[src/rtl/median_window_feeder.sv]
// Line-buffered 3x3 window generator in front of MEDIAN: every pixel that completes a window
// triggers a 9-beat burst of the window, then the pixel stream stalls until MEDIAN answers.
module median_window_feeder #(
  parameter int DATA_SIZE = 8,
  parameter int IMG_WIDTH = 16,
  parameter int COL_W     = 8,
  parameter int ROW_W     = 8
) (
  input  logic                 CLK,
  input  logic                 nRST,
  input  logic                 PIX_VALID,
  input  logic [DATA_SIZE-1:0] PIX_IN,
  input  logic                 SOF,
  output logic                 PIX_READY,
  output logic                 DSI_OUT,
  output logic [DATA_SIZE-1:0] DI_OUT,
  input  logic                 MED_DSO,
  output logic [COL_W-1:0]     OUT_COL,
  output logic [ROW_W-1:0]     OUT_ROW
);

  localparam int ADDR_W = $clog2(IMG_WIDTH);

  localparam logic [1:0] IDLE     = 2'd0;
  localparam logic [1:0] EMIT     = 2'd1;
  localparam logic [1:0] WAIT_MED = 2'd2;

  localparam logic [COL_W-1:0] COL_LAST = COL_W'(IMG_WIDTH - 1);
  localparam logic [ROW_W-1:0] ROW_MAX  = '1;

  logic [1:0]           state_reg;
  logic [COL_W-1:0]     col_reg;
  logic [ROW_W-1:0]     row_reg;
  logic [3:0]           idx_reg;
  logic [3:0]           idx_inc;

  logic [DATA_SIZE-1:0] lb0 [IMG_WIDTH];
  logic [DATA_SIZE-1:0] lb1 [IMG_WIDTH];
  // Window flattened as index 3*r+k, r=0 oldest row, k=2 newest column.
  logic [DATA_SIZE-1:0] win_reg  [9];
  logic [DATA_SIZE-1:0] win_next [9];

  logic                 accept;
  logic                 complete;
  logic [COL_W-1:0]     cur_col;
  logic [COL_W-1:0]     col_next;
  logic [ROW_W-1:0]     cur_row;
  logic [ROW_W-1:0]     row_next;
  logic [ADDR_W-1:0]    lb_addr;
  logic [DATA_SIZE-1:0] lb0_rd;
  logic [DATA_SIZE-1:0] lb1_rd;

  assign PIX_READY = (state_reg == IDLE);
  assign accept    = PIX_VALID & PIX_READY;

  // SOF forces the accepted pixel to (0,0) regardless of where the counters were.
  assign cur_col  = SOF ? '0 : col_reg;
  assign cur_row  = SOF ? '0 : row_reg;
  assign complete = (cur_row >= ROW_W'(2)) && (cur_col >= COL_W'(2));

  assign lb_addr = cur_col[ADDR_W-1:0];
  assign lb0_rd  = lb0[lb_addr];
  assign lb1_rd  = lb1[lb_addr];
  assign idx_inc = idx_reg + 4'd1;

  always_comb begin
    col_next = cur_col + COL_W'(1);
    row_next = cur_row;
    if (cur_col == COL_LAST) begin
      col_next = '0;
      if (cur_row != ROW_MAX) begin
        row_next = cur_row + ROW_W'(1);
      end
    end
  end

  always_comb begin
    for (int i = 0; i < 3; i++) begin
      win_next[3*i]   = win_reg[3*i+1];
      win_next[3*i+1] = win_reg[3*i+2];
      win_next[3*i+2] = win_reg[3*i+2];
    end
    win_next[2] = lb1_rd;
    win_next[5] = lb0_rd;
    win_next[8] = PIX_IN;
  end

  // Pixel storage is intentionally left without reset.
  always_ff @(posedge CLK) begin
    if (accept) begin
      lb1[lb_addr] <= lb0_rd;
      lb0[lb_addr] <= PIX_IN;
      for (int i = 0; i < 9; i++) begin
        win_reg[i] <= win_next[i];
      end
    end
  end

  always_ff @(posedge CLK or negedge nRST) begin
    if (!nRST) begin
      state_reg <= IDLE;
      col_reg   <= '0;
      row_reg   <= '0;
      idx_reg   <= '0;
      DSI_OUT   <= 1'b0;
      DI_OUT    <= '0;
      OUT_COL   <= '0;
      OUT_ROW   <= '0;
    end else begin
      if (accept) begin
        col_reg <= col_next;
        row_reg <= row_next;
      end
      case (state_reg)
        IDLE: begin
          if (accept && complete) begin
            state_reg <= EMIT;
            idx_reg   <= '0;
            DSI_OUT   <= 1'b1;
            DI_OUT    <= win_next[0];
            OUT_COL   <= cur_col - COL_W'(1);
            OUT_ROW   <= cur_row - ROW_W'(1);
          end
        end
        EMIT: begin
          if (idx_reg == 4'd8) begin
            state_reg <= WAIT_MED;
            DSI_OUT   <= 1'b0;
          end else begin
            idx_reg <= idx_inc;
            DI_OUT  <= win_reg[idx_inc];
          end
        end
        WAIT_MED: begin
          if (MED_DSO) begin
            state_reg <= IDLE;
          end
        end
        default: begin
          state_reg <= IDLE;
          DSI_OUT   <= 1'b0;
        end
      endcase
    end
  end

endmodule
[config.mk]
export PLATFORM = sky130hd
export DESIGN_NAME = median_window_feeder
export DESIGN_NICKNAME = d
export VERILOG_FILES = /design/src/rtl/median_window_feeder.sv
export SDC_FILE = /design/constraint.sdc
export NUM_CORES = 1
export LEC_CHECK = 0
export BUFFER_PORTS_ARGS = -buffer_cell sky130_fd_sc_hd__buf_2
export CORE_AREA = 2 2 201 163
export CTS_BUF_LIST = sky130_fd_sc_hd__clkbuf_8
export DETAILED_ROUTE_END_ITERATION = 12
export DIE_AREA = 0 0 203 165
export PLACE_DENSITY = 0.76
export SETUP_SLACK_MARGIN = 0.05
export SLEW_MARGIN = 20
export SYNTH_ARGS = -nofsm -noshare
export SYNTH_HDL_FRONTEND = slang
export SYNTH_SLANG_ARGS = --single-unit
[constraint.sdc]
create_clock -name CLK -period 4.3 [get_ports CLK]
set_input_delay 0 -clock CLK [delete_from_list [all_inputs] [get_ports CLK]]
set_output_delay 0 -clock CLK [all_outputs]
set_load 0.01 [all_outputs]
# == Word level (Yosys, flattened, before mapping) ==
# Memory sizes are Yosys's and may differ from the RTL's.
# Index checks and enable logic that the tools add are counted.
# classes
n_eq_ne,9
addsub,5
n_mux,20
bitwise_logic,2
reduce_logical,8
order_cmp,2
# op_table
operator,n
8-bit 2-to-1 mux,7
8-bit by 1-bit adder with 8-bit output (second input constant),2
8-bit by 2-bit >= comparator with 1-bit output (second input constant),2
8-bit case mux with 2 select lines,1
8-bit by 1-bit subtractor with 8-bit output (second input constant),2
3-bit AND reduction,3
8-bit by 4-bit == test with 1-bit output (second input constant),1
4-bit 2-to-1 mux,2
8-bit != test (second input constant),1
4-bit case mux with 2 select lines,1
2-bit 2-to-1 mux,3
2-bit != test (second input constant),3
2-bit case mux with 3 select lines,1
4-bit by 1-bit adder with 4-bit output (second input constant),1
4-bit == test (second input constant),1
1-bit 2-to-1 mux,4
1-bit case mux with 3 select lines,1
2-bit by 1-bit == test with 1-bit output (second input constant),1
2-bit == test (second input constant),1
1-bit logical AND,2
2-bit zero test,1
2-bit by 1-bit != test with 1-bit output (second input constant),1
2-bit AND reduction,1
2-bit nonzero test,1
2 further kinds,2
# word_totals
ram_bits,328
mem_count,3
out_inout_bits,26
ff_bits,47
word_cells,57
inputBits,13
# memory_table
memory,depth,width,read_ports,rd_ports_with_merged_regs,write_ports,line_no,text
lb0,16,8,1,0,1,37,logic [DATA_SIZE-1:0] lb0 [IMG_WIDTH];
lb1,16,8,1,0,1,38,logic [DATA_SIZE-1:0] lb1 [IMG_WIDTH];
win_reg,9,8,7,0,9,40,logic [DATA_SIZE-1:0] win_reg [9];

# == Depth between registers and ports, before layout ==
# logic_depth
depth_word,6
ltp_mapped,14

# == Least setup slack after synthesis ==
# Ideal clock, no wire load.
# synth_timing
path_type,register to register
start,register state_reg[1]
end,memory win_reg[0][0] (enable)
path_buffers,2
arrival_ns,3.170
stages_incl_launch_ff,5
setup_time_ns,0.465
slack_ns,0.666
path_cell_list,dfrtp_1 or3b_1 buf_6 clkinv_2 clkbuf_1
# synth_rtl
element,line_no,text
"start, declared",31,logic [1:0] state_reg;
"start signal, assigned",101,state_reg <= IDLE;
"start signal, assigned",117,state_reg <= EMIT;
"start signal, assigned",127,state_reg <= WAIT_MED;
"end, declared",40,

# == Final worst setup path ==
# layout_timing
start,register col_reg[1]
end,memory lb1[11][3] (data pin)
# layout_via
elab_chain_len,2
# layout_rtl
element,line_no,text
"start, declared",32,logic [COL_W-1:0] col_reg;
"start signal, assigned",111,col_reg <= col_next;
8-bit 2-to-1 mux,57,assign cur_col = SOF ? '0 : col_reg;
memory 16 x 8 bit,n/a,
via lb0_rd[3],50,logic [DATA_SIZE-1:0] lb0_rd;
"end, declared",38,
# The timed path passes the listed nets, and every way through them passes these cells.

==> metrics.md <==
| Metric | Value |
|---|---|
| Run status | `complete, but fails checks` |
| Failing checks | `hold timing` |
| R2R depth | `6` |
| Wirelength, routed | `34.8 mm` |
| Crit path capture type | `flop` |
| DRT iter0 DRCs | `1201` |
| Fmax | `291 MHz` |
| Final Skew | `0.0260 ns` |
| Vias in the first global route | `9236` |
| Launching point of the worst reg2reg path | `col_reg[1]` |
| Die area | `0.0335 sq mm` |
| Worst hold slack | `-0.0319 ns` |
| Antenna violations before repair | `0` |
| Distinct cell type count after synthesis | `62` |
| CP arrival | `3.53 ns` |
| Final hold viol count | `47` |
| Pleak | `0.00625 uW` |
| Seq pwr share | `48.1%` |
| Cell Int Power | `7000 uW` |
| Post-DP HPWL | `19.8 mm` |
| H-tree levels | `2` |
| Sequential area share after synthesis | `70.8%` |
| Clock tree buffer depth | `3` |
| Most common cell after layout, fill and taps aside | `edfxtp_1` |
| Comb pwr share | `28.0%` |
| DR vias | `9602` |
| RSZ-0062 raised after global routing | `no` |
| Root Buffer | `clkbuf_8` |
| DR pass1 iterations | `5` |
| Number of remaining DRC errors | `0` |
| Layout cells sized above 1 | `12.9%` |
| Post-layout nets | `1200` |
| R2r endpoint | `lb1[11][3]` |
| Synth Flop Type | `edfxtp_1` |
| Synth Warn # | `0` |
| Global placement routability congestion | `0.833` |
| Critical Path Fanout Max | `31` |
| Period Utilization, post-route | `79.8%` |
| Min-delay worst type | `input port to asynchronous set/reset pin` |
| Clk_lat worst skew | `0.60 ns` |
| Final instance area | `0.0172 sq mm` |
| Setup violators final | `0` |
| Clock sinks | `375` |
| Worst VDD drop | `302 uV` |
| Clock slew at reported path FFs | `0.07 ns` |
| Worst-margin pin slew | `1.16 ns` |
| Area delta synth->final | `10.2%` |
| GRT Overall Usage | `21.2%` |
| Placed cell area | `0.0161 sq mm` |
| Post-layout util | `54.9%` |
| Max Slew Vio Count | `0` |
| Post-synthesis cell count | `1125` |
| Number of synthesized flops with an enable pin | `328` |
| MaxCap Viol Count | `0` |
| Pin count of the biggest net entering global routing | `62` |
| WL/cell | `21.2 um` |
| FFs w/ async S/R, synth | `12.5%` |
| Initial Util | `49.8%` |
| Cell Area, Synth | `0.0156 sq mm` |
| Diode count | `0` |
| Die X | `203 um` |
| Final min period | `3.43 ns` |
| Core ar. | `0.0313 sq mm` |
| Vias per cell | `5.86` |
| I/O Buffers | `38` |
| FF+latch count, synth | `375` |
| Total power | `10400 uW` |
| Post-Route Setup TNS | `0 ns` |
| Sw Ratio | `32.9%` |
| Clock power frac | `23.9%` |
| Mapped Nets | `1148` |
| Relative slew slack | `23.0%` |
| First-pass GRT wire length | `53.6 mm` |
| GR Overflow Total | `0` |
| Required time of the critical path | `4.40 ns` |
| Commonest non-fill, non-tap cells in the layout | `328 x edfxtp_1, 160 x nand2_1, 86 x o21ai_0` |
| Setup repair bufs after CTS | `0` |
| Critical Path Start Type | `flop` |
| PD cells | `608 mW/mm^2` |
| R2R setup slack | `0.87 ns` |
| NetSw | `3440 uW` |
| Site Rows | `58` |
| CTS tree | `yes` |
| Die extent in y | `165 um` |
| Antenna viol nets, final | `0` |
| Io pins | `39` |
| CTS Buf Count | `54` |
| Syn avg cell area | `13.8 sq um` |
| WS Path Type | `flop to flop` |
==> synth_stat cells (all sizes together) (10+ instances only) <==
library cell	instances	area share (%)
o21ai	92	3.0
ha	10	0.80
mux2i	81	5.2
nor2	73	1.8
clkbuf	34	0.83
mux4	19	2.7
dfrtp	47	7.5
nor3	17	0.55
nand3	28	0.93
inv	15	0.36
a21oi	70	2.2
nand2	161	3.9
edfxtp	328	63
and3	15	0.60
buf	40	1.5
nand4	18	0.72
==> cells by family (layout without fill, tap and decap cells) <==
family,count (synthesis),after routing,synth area share (%)
multiplexers,100,100,7.95
flip-flops,375,375,70.8
AO/OA/AOI/OAI,199,199,7.32
XOR/XNOR,11,11,0.667
AND/OR/NAND/NOR,340,340,9.81
buffers and inverters,90,184,2.68
adder cells (fa/ha/maj),10,10,0.803
==> layout make-up <==
type | count | area [sq um]
clock inverter | 43 | 180
inverter | 16 | 61.3
clock buffer | 55 | 757
timing repair buffer | 70 | 460
fill | 2482 | 14100
multi-input combinational | 660 | 4160
sequential | 375 | 11000
tap | 420 | 526
==> through the flow <==
step                hold slack [ns]  setup WS (ns)  std cells
floorplan                    -0.296          0.666       1125
global placement              0.251           1.05       1530
detailed placement            0.259          0.979       1530
CTS                           0.155          0.979       1639
global route                 0.0140          0.673       1639
finish                      -0.0319          0.868       1639
==> metal layers <==
layer  GRT usage (%)  share of wire [%]
met4            7.00                2.3
met2            31.4                 43
met1            31.2                 44
met3            4.70                 11
met5               0                  0
==> what timing repair did <==
item | CTS | global route
hold buffers | 11 | 0
gates resized for setup | 0 | 0
hold endpoints to repair | 188 | 0
==> critical path, cell delays in order, from the launching register on <==
cell and delay [ns]:
dfrtp_1 0.57, nand2b_2 0.47, inv_2 0.50, buf_4 0.41
a21oi_1 0.06, o21ai_0 0.27, nand4_1 0.62
==> power by group through the flow <==
stage | combinational, uW | sequential [uW] | clock [uW]
5_1_grt | 3200 | 5070 | 2710
3_5_place_dp | 2890 | 5090 | 0
3_3_place_gp | 2830 | 5060 | 0
4_1_cts | 2910 | 5020 | 2550
6_report | 2930 | 5020 | 2500
2_1_floorplan | 2140 | 5010 | 0
==> worst max path at each step <==
stage	from	end	slack (ns)	cells after the start
6_report	col_reg[1]	lb1[11][3]	0.87	6
5_1_grt	col_reg[1]	idx_reg[2]	0.67	8
4_1_cts	col_reg[1]	lb0[11][0]	0.98	4
3_5_place_dp	col_reg[1]	lb1[6][3]	0.98	6
3_3_place_gp	col_reg[1]	idx_reg[2]	1.05	8
2_1_floorplan	state_reg[1]	win_reg[0][0]	0.67	4
Note: power is estimated with default switching activity, not from simulation.
